`src/rtl/gray_sweep_ctrl.sv`:
```
// Binary sweep sequencer: walks first..last (mod 2^WIDTH), streams (binary, Gray) pairs over valid/ready.
// Optional GRAY_SWEEP_CHECK_EN adds the adj_err output, flagging transfers whose Gray step is not exactly one bit.
module gray_sweep_ctrl #(
  parameter int WIDTH      = 4,
  parameter int GAP_CYCLES = 0
) (
  input  logic             clk,
  input  logic             rst,
  input  logic             start,
  input  logic             abort,
  input  logic [WIDTH-1:0] first,
  input  logic [WIDTH-1:0] last,
  input  logic             out_ready,
  output logic             out_valid,
  output logic [WIDTH-1:0] out_bin,
  output logic [WIDTH-1:0] out_gray,
  output logic             busy,
  output logic             done
`ifdef GRAY_SWEEP_CHECK_EN
  ,
  output logic             adj_err
`endif
);

  // Counter is loaded with GAP_CYCLES-1 and counts down to zero.
  localparam int GW = (GAP_CYCLES > 1) ? $clog2(GAP_CYCLES) : 1;
  localparam logic [GW-1:0] GAP_LOAD = GW'((GAP_CYCLES > 0) ? GAP_CYCLES - 1 : 0);

  typedef enum logic [1:0] {IDLE, GAP, VALID, DONE} state_t;

  state_t           state;
  logic [WIDTH-1:0] last_q;
  logic [GW-1:0]    gap_cnt;
  logic             xfer;
  logic [WIDTH-1:0] next_bin;

  function automatic logic [WIDTH-1:0] to_gray(input logic [WIDTH-1:0] b);
    return b ^ (b >> 1);
  endfunction

  assign xfer     = out_valid & out_ready;
  assign next_bin = out_bin + WIDTH'(1);

  always_ff @(posedge clk) begin
    if (rst) begin
      state     <= IDLE;
      last_q    <= '0;
      gap_cnt   <= '0;
      out_valid <= 1'b0;
      out_bin   <= '0;
      out_gray  <= '0;
      busy      <= 1'b0;
      done      <= 1'b0;
    end else begin
      done <= 1'b0;
      if (state != IDLE && abort) begin
        state     <= IDLE;
        out_valid <= 1'b0;
        busy      <= 1'b0;
      end else begin
        case (state)
          IDLE: begin
            if (start) begin
              last_q    <= last;
              out_bin   <= first;
              out_gray  <= to_gray(first);
              out_valid <= 1'b1;
              busy      <= 1'b1;
              state     <= VALID;
            end
          end
          VALID: begin
            if (xfer) begin
              if (out_bin == last_q) begin
                out_valid <= 1'b0;
                done      <= 1'b1;
                state     <= DONE;
              end else begin
                out_bin  <= next_bin;
                out_gray <= to_gray(next_bin);
                if (GAP_CYCLES > 0) begin
                  out_valid <= 1'b0;
                  gap_cnt   <= GAP_LOAD;
                  state     <= GAP;
                end
              end
            end
          end
          GAP: begin
            if (gap_cnt == '0) begin
              out_valid <= 1'b1;
              state     <= VALID;
            end else begin
              gap_cnt <= gap_cnt - GW'(1);
            end
          end
          DONE: begin
            busy  <= 1'b0;
            state <= IDLE;
          end
          default: state <= IDLE;
        endcase
      end
    end
  end

`ifdef GRAY_SWEEP_CHECK_EN
  logic [WIDTH-1:0] prev_gray;
  logic             have_prev;
  logic [WIDTH-1:0] diff;

  assign diff = out_gray ^ prev_gray;

  // An aborted beat is not a transfer, so it neither updates nor checks the history.
  always_ff @(posedge clk) begin
    if (rst) begin
      prev_gray <= '0;
      have_prev <= 1'b0;
      adj_err   <= 1'b0;
    end else if (state == IDLE && start) begin
      have_prev <= 1'b0;
      adj_err   <= 1'b0;
    end else if (state == VALID && xfer && !abort) begin
      prev_gray <= out_gray;
      have_prev <= 1'b1;
      if (have_prev && !((diff != '0) && ((diff & (diff - WIDTH'(1))) == '0)))
        adj_err <= 1'b1;
    end
  end
`endif

endmodule
```
`config.mk`:
```
export PLATFORM = sky130hd
export DESIGN_NAME = gray_sweep_ctrl
export DESIGN_NICKNAME = d
export VERILOG_FILES = /design/src/rtl/gray_sweep_ctrl.sv
export SDC_FILE = /design/constraint.sdc
export NUM_CORES = 1
export LEC_CHECK = 0
export BUFFER_PORTS_ARGS = -buffer_cell sky130_fd_sc_hd__buf_4
export CAP_MARGIN = 20
export CORE_MARGIN = 5
export CORE_UTILIZATION = 50
export CTS_BUF_LIST = sky130_fd_sc_hd__clkbuf_4
export DETAILED_ROUTE_END_ITERATION = 8
export GPL_ROUTABILITY_DRIVEN = 1
export GPL_TIMING_DRIVEN = 0
export HOLD_SLACK_MARGIN = 0.12
export PLACE_DENSITY = 0.76
export SLEW_MARGIN = 20
export SYNTH_ARGS = -nofsm -noshare
export SYNTH_HDL_FRONTEND = slang
export SYNTH_SLANG_ARGS = --single-unit
```
`constraint.sdc`:
```
create_clock -name clk -period 2.33 [get_ports clk]
set_input_delay 0.233 -clock clk [delete_from_list [all_inputs] [get_ports clk]]
set_output_delay 0.233 -clock clk [all_outputs]
set_load 0.01 [all_outputs]
```
==> results of run 1 <==
[worst paths after layout]
path / to / slack, ns / cells past startpoint
setup / recovery: out_bin[2] / 0.45 / 6
hold / removal: out_bin[1] / 0.14 / 2
setup reg to reg: out_bin[2] / 0.45 / 6
hold reg to reg: busy / 0.50 / 2
[Yosys cell counts (all sizes together) (2+ instances only)]
master  instances
inv             3
nand2           9
nand2b          4
o21ai           9
dfxtp          16
nor2           16
xnor2           3
xor2            7
clkbuf          3
a21oi           6
mux2i           8
nor3            2
buf             3
nand3           2
[layer usage]
layer,vias up,track usage,wire [um]
li1,405,-,-
met1,346,0.1993,886
met2,17,0.2397,838
met3,2,0.03134,88
met4,0,0.07660,17
met5,-,0,0
[cell usage in the layout, fill, tap and decap left out, types with 3 or more instances in the layout]
master / Yosys / final
buf_4: 1 / 23
nor2_1: 16 / 16
dfxtp_1: 16 / 16
o21ai_0: 9 / 9
nand2_1: 9 / 9
mux2i_1: 8 / 8
xor2_1: 7 / 7
a21oi_1: 6 / 6
inv_1: 3 / 3
clkbuf_1: 3 / 3
nand2b_1: 3 / 3
xnor2_1: 3 / 3
clkbuf_4: 0 / 3
[registers in the layout, summed over array words and instances, names as in the netlist]
signal / count
out_valid: 1
state: 2
busy: 1
last_q: 4
out_gray: 3
done: 1
out_bin: 4
[layout make-up]
cell class,count,share of cell area
clock buffer,3,0.02009
inverter,3,0.01004
multi-input combinational,79,0.4687
buffer,6,0.03683
sequential,16,0.2857
clock inverter,1,0.003348
tap,25,0.02790
timing repair buffer,22,0.1473
[report_power, final]
part / internal [mW] / switching (mW)
Clock: 0.0623 / 0.0908
Combinational: 0.0872 / 0.0803
Sequential: 0.293 / 0.0220
[metrics by stage]
step | area, sq um | power [mW] | cells | hold WS (ns) | utilization
global route | 1121 | 0.6727 | 155 | 0.1254 | 0.6493
finish | 1121 | 0.6359 | 155 | 0.1372 | 0.6493
CTS | 1121 | 0.6394 | 155 | 0.1347 | 0.6493
global placement | 1095 | 0.4854 | 151 | 0.4319 | 0.6341
floorplan | 898.4 | 0.4293 | 104 | 0.3051 | -
detailed placement | 1095 | 0.4901 | 151 | 0.4421 | 0.6341
[kinds of logic (layout without fill, tap and decap cells)]
logic type,after synthesis,in the layout
xor+xnor,11,11
compound gates,20,20
fa+ha+maj,1,1
buf+inv,9,35
mux,8,8
simple gates,39,39
flops,16,16
[worst max-delay path, cell delays in order, from the launching register on]
cell	delay [ns]
dfxtp_1	0.32
buf_6	0.13
nand2b_4	0.13
buf_6	0.14
o41ai_4	0.67
a21boi_0	0.19
o21a_1	0.21
==> flow_metrics.tcl, run 1 <==
set metrics [dict create \
    vias 770 \
    crit_type "flop to flop" \
    nNetsFinal 145 \
    die_area_sq_um 2744 \
    synth_area_leaders "dfxtp_1, mux2i_1, xor2_1" \
    drc 0 \
    worstPathArrival_ns 2.08 \
    grt_antenna_before_repair 0 \
    worstSetupStartpoint "state[0]" \
    cts-root-buf "clkbuf_4" \
    synth_top_area_frac 0.3565 \
    required_ns 2.53 \
    track_usage 0.1539 \
    postSynthAreaPerCell_sq_um 8.638 \
    clk-insertion-delay-late_ns 0.29 \
    synthSimpleGateAreaFrac 0.2075 \
    cts_tree "yes" \
    syn_area_sq_um 898.4 \
    cts_num_sinks 16 \
    layout-drive-gt1-share 0.2385 \
    ir_worst_vdd_uv 371.9 \
    wl_per_cell_um 11.81 \
    worstMarginPinSlew_ns 0.6801 \
    fin_crit_sh 0.8077 \
    relSlewSlack 0.5451 \
    ys_seq_area_frac 0.3565 \
    htreeDepth 1 \
    grt_max_degree 11 \
    regArea_sq_um 320.3 \
    tns_ns 0 \
    fill_cells 152 \
    min_path_type "primary input to flop" \
    drt_first_pass_iters 4 \
    cts.path.max_buffers 2 \
    synth-seq-cells 16 \
    vias_per_cell 4.968 \
    synth_top_family_by_area "simple AND/OR/NAND/NOR gates" \
    hp-start "rst" \
    numCtsBuffers 3 \
    antenna_left 0 \
    synth_xor_area_frac 0.1226 \
    async_flop_share 0 \
    synth_compound_area_frac 0.1518 \
    synth_edf_count 0 \
    syn-instance-count 104 \
    yosysWarnings 0 \
    p_per_area_nw_per_um2 567.2 \
    die_height_um 52.39 \
    cts_hold_buf 0 \
    yosys.area.top_type "dfxtp_1" \
    r2r_start "state[0]" \
    postCtsSetupBuffers 0 \
    endpoint_kind "flop" \
    grt_pass1_vias 746 \
    timing.max_cap.violations 0 \
    synthFlopType "dfxtp_1" \
    multiInputGateArea_sq_um 525.5 \
    port_buffers 22 \
    ys_types 29 \
    cts.repair.resized 0 \
    synth_nets 118 \
    synth.area.mux_share 0.08914 \
    first_iter_violations 12 \
    synth_fa_ha_area_frac 0.01393 \
    grt_pass1_wl_mm 3.180 \
    cellLeakagePower_nw 0.5250 \
    hold_violations 0 \
    crit_path_start_kind "flop" \
    dp_hpwl_mm 1.412 \
    gp_congestion 0.7898 \
    worst_slack_ns 0.4480 \
    rsz0062_at_grt "no" \
    drt_wl_total_mm 1.830 \
    slew_violations 0 \
    finClkSkew_ns 0.005977 \
    die_w_um 52.39 \
    syn2layout_area_growth_pct 24.79 \
    num_antenna_cells 0 \
    coreArea_sq_um 1727 \
    clkTransAtPathRegs_ns 0.10 \
    final-setup-viol-count 0 \
    std_cell_rows 15 \
    period_minus_slack_ns 1.882 \
    max_freq_ghz 0.5314 \
    grt-ovfl-total 0 \
    initial_utilization 0.5203 \
    crit_fanout 10 \
    ios 24 \
    outcome "complete, no violations" \
    pre_cts_ws_ns 0.4656 \
]
(Power assumes the default switching activity.)
==> run 2, diff against run 1 <==
ABC_AREA = 1   (was default)
CORE_UTILIZATION = 49   (was 50)
PLACE_DENSITY = 0.77   (was 0.76)
clock period = 1.71 ns   (was 2.33 ns; I/O delays follow)
==> run 2 against run 1 <==
Core utilization down 2.2 points. Sequential share of layout area down 2.3 points. Die area up 9.6%. Total power rose to 3.2 times the previous value. First-iteration DRC count up 42%. Highest routed layer unchanged.
==> flow_metrics.tcl, run 2 <==
set metrics [dict create \
    cts.path.max_buffers 2 \
    layout-drive-gt1-share 0.2541 \
    synth_edf_count 0 \
    port_buffers 23 \
    synthFlopType "dfxtp_1" \
    die_area_sq_um 3006 \
    grt_max_degree 11 \
    hold_violations 0 \
    fin_crit_sh 0.8533 \
    grt_antenna_before_repair 0 \
    ys_seq_area_frac 0.3253 \
    cts_tree "yes" \
    ios 24 \
    htreeDepth 1 \
    synth_xor_area_frac 0.008895 \
    die_height_um 54.83 \
    first_iter_violations 17 \
    grt-ovfl-total 0 \
    postSynthAreaPerCell_sq_um 6.232 \
    track_usage 0.1685 \
    crit_fanout 9 \
    ir_worst_vdd_uv 864.9 \
    relSlewSlack 0.7965 \
    worstPathArrival_ns 1.65 \
    cellLeakagePower_nw 0.6459 \
    synth_top_family_by_area "simple AND/OR/NAND/NOR gates" \
    worst_slack_ns 0.2508 \
    outcome "complete, no violations" \
    synth-seq-cells 16 \
    p_per_area_nw_per_um2 1672 \
    synth_top_area_frac 0.3253 \
    place_inst 208 \
    max_freq_ghz 0.6853 \
    slew_violations 0 \
    synth.area.mux_share 0 \
    gp_congestion 0.8168 \
    ys_top_cells_by_count "nand2_1, inv_1, dfxtp_1, nor2_1, a21oi_1" \
    final_common_cell "nand2_1" \
    yosysWarnings 0 \
    synthSimpleGateAreaFrac 0.4155 \
    syn_area_sq_um 984.7 \
    grt_pass1_vias 939 \
    instances_no_fill 212 \
    numCtsBuffers 3 \
    drc 0 \
    crit_path_start_kind "flop" \
    initial_utilization 0.5071 \
    syn2layout_area_growth_pct 23.63 \
    final-setup-viol-count 0 \
    r2r_start "out_bin[0]" \
    reg.largest.list "last_q: 4 flops, out_bin: 4 flops, out_gray: 3 flops" \
    crit_end "out_gray[0]" \
    rsz0062_at_grt "no" \
    nNetsFinal 200 \
    cts_num_sinks 16 \
    timing.max_cap.violations 0 \
    postCtsSetupBuffers 0 \
    tns_ns 0 \
    vias 996 \
    worstSetupStartpoint "out_bin[0]" \
    clk-insertion-delay-late_ns 0.28 \
    synth_area_leaders "dfxtp_1, nand2_1, inv_1" \
    ys_types 21 \
    yosys.area.top_type "dfxtp_1" \
    required_ns 1.90 \
    synth_fa_ha_area_frac 0.01271 \
    pre_cts_ws_ns 0.2770 \
    clkTransAtPathRegs_ns 0.09 \
    total_power_mw 2.035 \
    layout_common_cells "nand2_1, buf_4, inv_1" \
    worstMarginPinSlew_ns 0.3049 \
    synth_compound_area_frac 0.1093 \
    period_minus_slack_ns 1.459 \
    cts.repair.resized 0 \
    cts_hold_buf 0 \
    worst-r2r-cell-count 8 \
    coreArea_sq_um 1942 \
    dp_hpwl_mm 1.606 \
    async_flop_share 0 \
    r2r_slack_ns 0.25 \
    syn-instance-count 158 \
    grt_pass1_wl_mm 3.691 \
    endpoint_kind "flop" \
    cts-root-buf "clkbuf_4" \
    yosysMostFrequentCell "nand2_1" \
    finClkSkew_ns 0.002009 \
    antenna_left 0 \
    std_cell_rows 16 \
    num_antenna_cells 0 \
    wl_per_cell_um 9.533 \
    drt_wl_total_mm 2.021 \
    synth_nets 172 \
    drt_first_pass_iters 4 \
    crit_type "flop to flop" \
    die_w_um 54.83 \
    rr_endpoint "out_gray[0]" \
    min_path_type "primary input to flop" \
    vias_per_cell 4.698 \
]
## run 2: cell count changes in the layout (fill, tap and decap cells not counted), moves of 5 or more
cell / before / now
xor2_1: 7 / 1
mux2i_1: 8 / 0
a21oi_1: 6 / 12
nand2_2: 0 / 6
nand2_1: 9 / 51
inv_1: 3 / 19
inv_2: 0 / 5
## run 2: metrics by stage
stage	hold slack (ns)	util	cell area, sq um
5_1_grt	0.1566	0.6269	1217
6_report	0.1640	0.6269	1217
3_5_place_dp	0.4594	0.6134	1191
3_3_place_gp	0.4502	0.6134	1191
4_1_cts	0.1584	0.6269	1217
2_1_floorplan	0.3497	-	984.7
## run 2: critical path: stages (launching register included)
cell and delay (ns):
dfxtp_1 0.51, ha_1 0.32, inv_1 0.10, nand2_1 0.05, nand3_1 0.09, nand2_1 0.05
nand3b_1 0.15, nand2_1 0.06, nor2_1 0.04
## run 2: layout make-up
class                      instances  area, sq um
clock buffer                       3        22.52
timing repair buffer              23        172.7
buffer                             5        36.28
clock inverter                     1        3.754
multi-input combinational        113        538.0
sequential                        16        320.3
tap                               27        33.78
inverter                          24        90.09
fill                             203        724.4
## run 2: worst min path at each step
| stage | from | cells after the start | slack, ns | end |
|---|---|---|---|---|
| after floorplan | rst | 3 | 0.35 | last_q[0] |
| after global placement | out_valid | 2 | 0.45 | out_valid |
| after detailed placement | last_q[1] | 2 | 0.46 | last_q[1] |
| after CTS | rst | 4 | 0.16 | last_q[0] |
| after global routing | last[1] | 3 | 0.16 | last_q[1] |
| final | rst | 4 | 0.16 | last_q[0] |
## run 2: logic make-up (layout without fill, tap and decap cells)
group / count (synthesis) / in the layout
XOR/XNOR: 1 / 1
buffers and inverters: 29 / 56
flip-flops: 16 / 16
AO/OA/AOI/OAI: 21 / 21
AND/OR/NAND/NOR: 90 / 90
adder cells (fa/ha/maj): 1 / 1
## run 2: metal layers
metal	track usage	wire length, um	up-vias
li1	-	-	542
met1	0.2000	905	422
met2	0.2776	963	28
met3	0.03815	115	4
met4	0.09129	36	0
met5	0	0	-
## run 2: where the power goes
part	switching [mW]	internal, mW	total, mW
logic	0.681	0.517	1.20
registers	0.131	0.502	0.633
clock network	0.119	0.0847	0.203
total	0.931	1.10	2.04
==> run 3, diff against run 2 <==
BUFFER_PORTS_ARGS = default   (was -buffer_cell sky130_fd_sc_hd__buf_4)
CORE_UTILIZATION = 50   (was 49)
DONT_BUFFER_PORTS = 1   (was default)
PLACE_DENSITY = 0.68   (was 0.77)
SETUP_SLACK_MARGIN = 0.1   (was default)
==> run 3 against run 2 <==
Final area is 10% lower. Register-to-register slack hardly changed. Largest power group unchanged. Highest routed layer unchanged. Die area is 1.7% lower. Clock power hardly changed. Total power is 7.3% lower. Via count is 5.0% lower. Sequential share of layout area is 3.0 points higher. Combinational power is 18% lower. Non-clock buffer count is 18 lower.
==> flow_metrics.tcl, run 3 (synthesis gave the netlist of run 2 again) <==
set metrics [dict create \
    outcome "complete, no violations" \
    first_iter_violations 20 \
    fin_area_sq_um 1096 \
    clkTransAtPathRegs_ns 0.09 \
    switching_share 0.4833 \
    max_freq_ghz 0.6900 \
    ios 24 \
    met1_usage 0.1954 \
    required_ns 1.89 \
    wl_per_cell_um 10.71 \
    drt_first_pass_iters 4 \
    std_cell_rows 16 \
    drc 0 \
    finClkSkew_ns 0.002263 \
    ir_worst_vdd_uv 951.4 \
    layout_common_cells "nand2_1, inv_1, nor2_1" \
    pre_cts_ws_ns 0.2068 \
    final-setup-viol-count 0 \
    die_area_sq_um 2957 \
    p_int_uw 974.4 \
    slew_violations 0 \
    crit_fanout 7 \
    cpMaxStageDelayCell "dfxtp_1" \
    antenna_left 0 \
    cts_tree "yes" \
    met2_usage 0.2988 \
    syn2layout_area_growth_pct 11.31 \
    initial_utilization 0.5124 \
    p_per_area_nw_per_um2 1721 \
    crit_family "flip-flops" \
    path_buf_inv 0 \
    crit_path_cell_trace "ha_1 > nand2_1 > nand2_1 > nor2_1 > a21oi_1 > nand3_1 > nand2_1 > nor2_1" \
    rsz0062_at_grt "no" \
    port_buffers 0 \
    vias_per_cell 4.876 \
    track_usage 0.1647 \
    placed_area_sq_um 1018 \
    p_comb_frac 0.525 \
    worstPathArrival_ns 1.63 \
    drt_wl_total_mm 2.078 \
    met3_usage 0.02725 \
    postLayoutCoreUtil 0.5703 \
    min_path_type "primary input to flop" \
    period_minus_slack_ns 1.449 \
    worst_slack_ns 0.2607 \
    die_w_um 54.38 \
    layout-drive-gt1-share 0.1497 \
    grt-ovfl-total 0 \
    place_inst 185 \
    nNetsFinal 182 \
    instances_no_fill 194 \
    num_antenna_cells 0 \
    grt.busiest_layer "met2" \
    numCtsBuffers 3 \
    crit_type "flop to flop" \
    coreArea_sq_um 1922 \
    htreeDepth 1 \
    vias 946 \
    switchingPower_uw 911.5 \
    grt_max_degree 11 \
    cellLeakagePower_nw 0.5520 \
    tns_ns 0 \
    cts-root-buf "clkbuf_4" \
    endpoint_kind "flop" \
    cts_num_sinks 16 \
    p_seq_frac 0.369 \
    clk-insertion-delay-late_ns 0.28 \
    dp_hpwl_mm 1.603 \
    die_height_um 54.38 \
    final_common_cell "nand2_1" \
    cpMostUsedCell "nand2_1" \
    crit_path_start_kind "flop" \
    grt_pass1_wl_mm 3.643 \
    cts.path.max_buffers 2 \
    fin_crit_sh 0.8476 \
    slowest_delay_ns 0.51 \
    grt_pass1_vias 885 \
    grt_antenna_before_repair 0 \
    holdWs_ns 0.1634 \
    hold_violations 0 \
    p_clk_frac 0.106 \
    worstMarginPinSlew_ns 0.3166 \
    gp_congestion 0.8312 \
    fill_cells 197 \
    timing.max_cap.violations 0 \
    relSlewSlack 0.7887 \
    postCtsSetupBuffers 0 \
    total_power_mw 1.886 \
    reg.largest.list "last_q: 4 flops, out_bin: 4 flops, out_gray: 3 flops" \
]
run 3: cell types whose count changed in the layout (fill, tap and decap cells not counted), sizes merged:
cell / change
buf: -23
dlygate4sd3: +5
run 3: layout make-up:
class                           instances  area, sq um  area share
Tap cell                               27        33.78     0.03082
Clock inverter                          1        3.754    0.003425
Sequential cell                        16        321.6      0.2934
Buffer                                  5        36.28     0.03311
Clock buffer                            3        22.52     0.02055
Multi-Input combinational cell        113        538.0      0.4909
Timing Repair Buffer                    5        50.05     0.04566
Inverter                               24        90.09     0.08219
run 3: path summary, 6_finish.rpt:
| path | from | endpoint | slack [ns] | cells past startpoint |
|---|---|---|---|---|
| worst max-delay path | out_bin[1] | out_bin[2] | 0.26 | 8 |
| worst min-delay path | abort | busy | 0.16 | 3 |
| worst max register to register | out_bin[1] | out_bin[2] | 0.26 | 8 |
| worst min register to register | last_q[1] | last_q[1] | 0.47 | 2 |
run 3: layer usage:
layer,up-vias,part of all wire
met3,2,0.049
li1,508,-
met2,22,0.51
met5,-,0
met4,0,0.0063
met1,414,0.43
run 3: what timing repair did:
action                                  CTS  global route
endpoints found under the setup margin    0             4
resized for setup                         0             1
hold buffers                              5             0
endpoints found under the hold margin     4             0
run 3: tightest hold or removal path: stages:
cell and delay, ns:
nand2_1 0.06, nand2_1 0.12, a21oi_1 0.05
run 3: power groups by stage:
stage | logic [mW] | registers, mW | clock network (mW)
finish | 0.989 | 0.696 | 0.201
global placement | 0.954 | 0.703 | 0
detailed placement | 0.975 | 0.708 | 0
CTS | 0.992 | 0.698 | 0.211
floorplan | 0.833 | 0.666 | 0
global route | 1.15 | 0.724 | 0.226
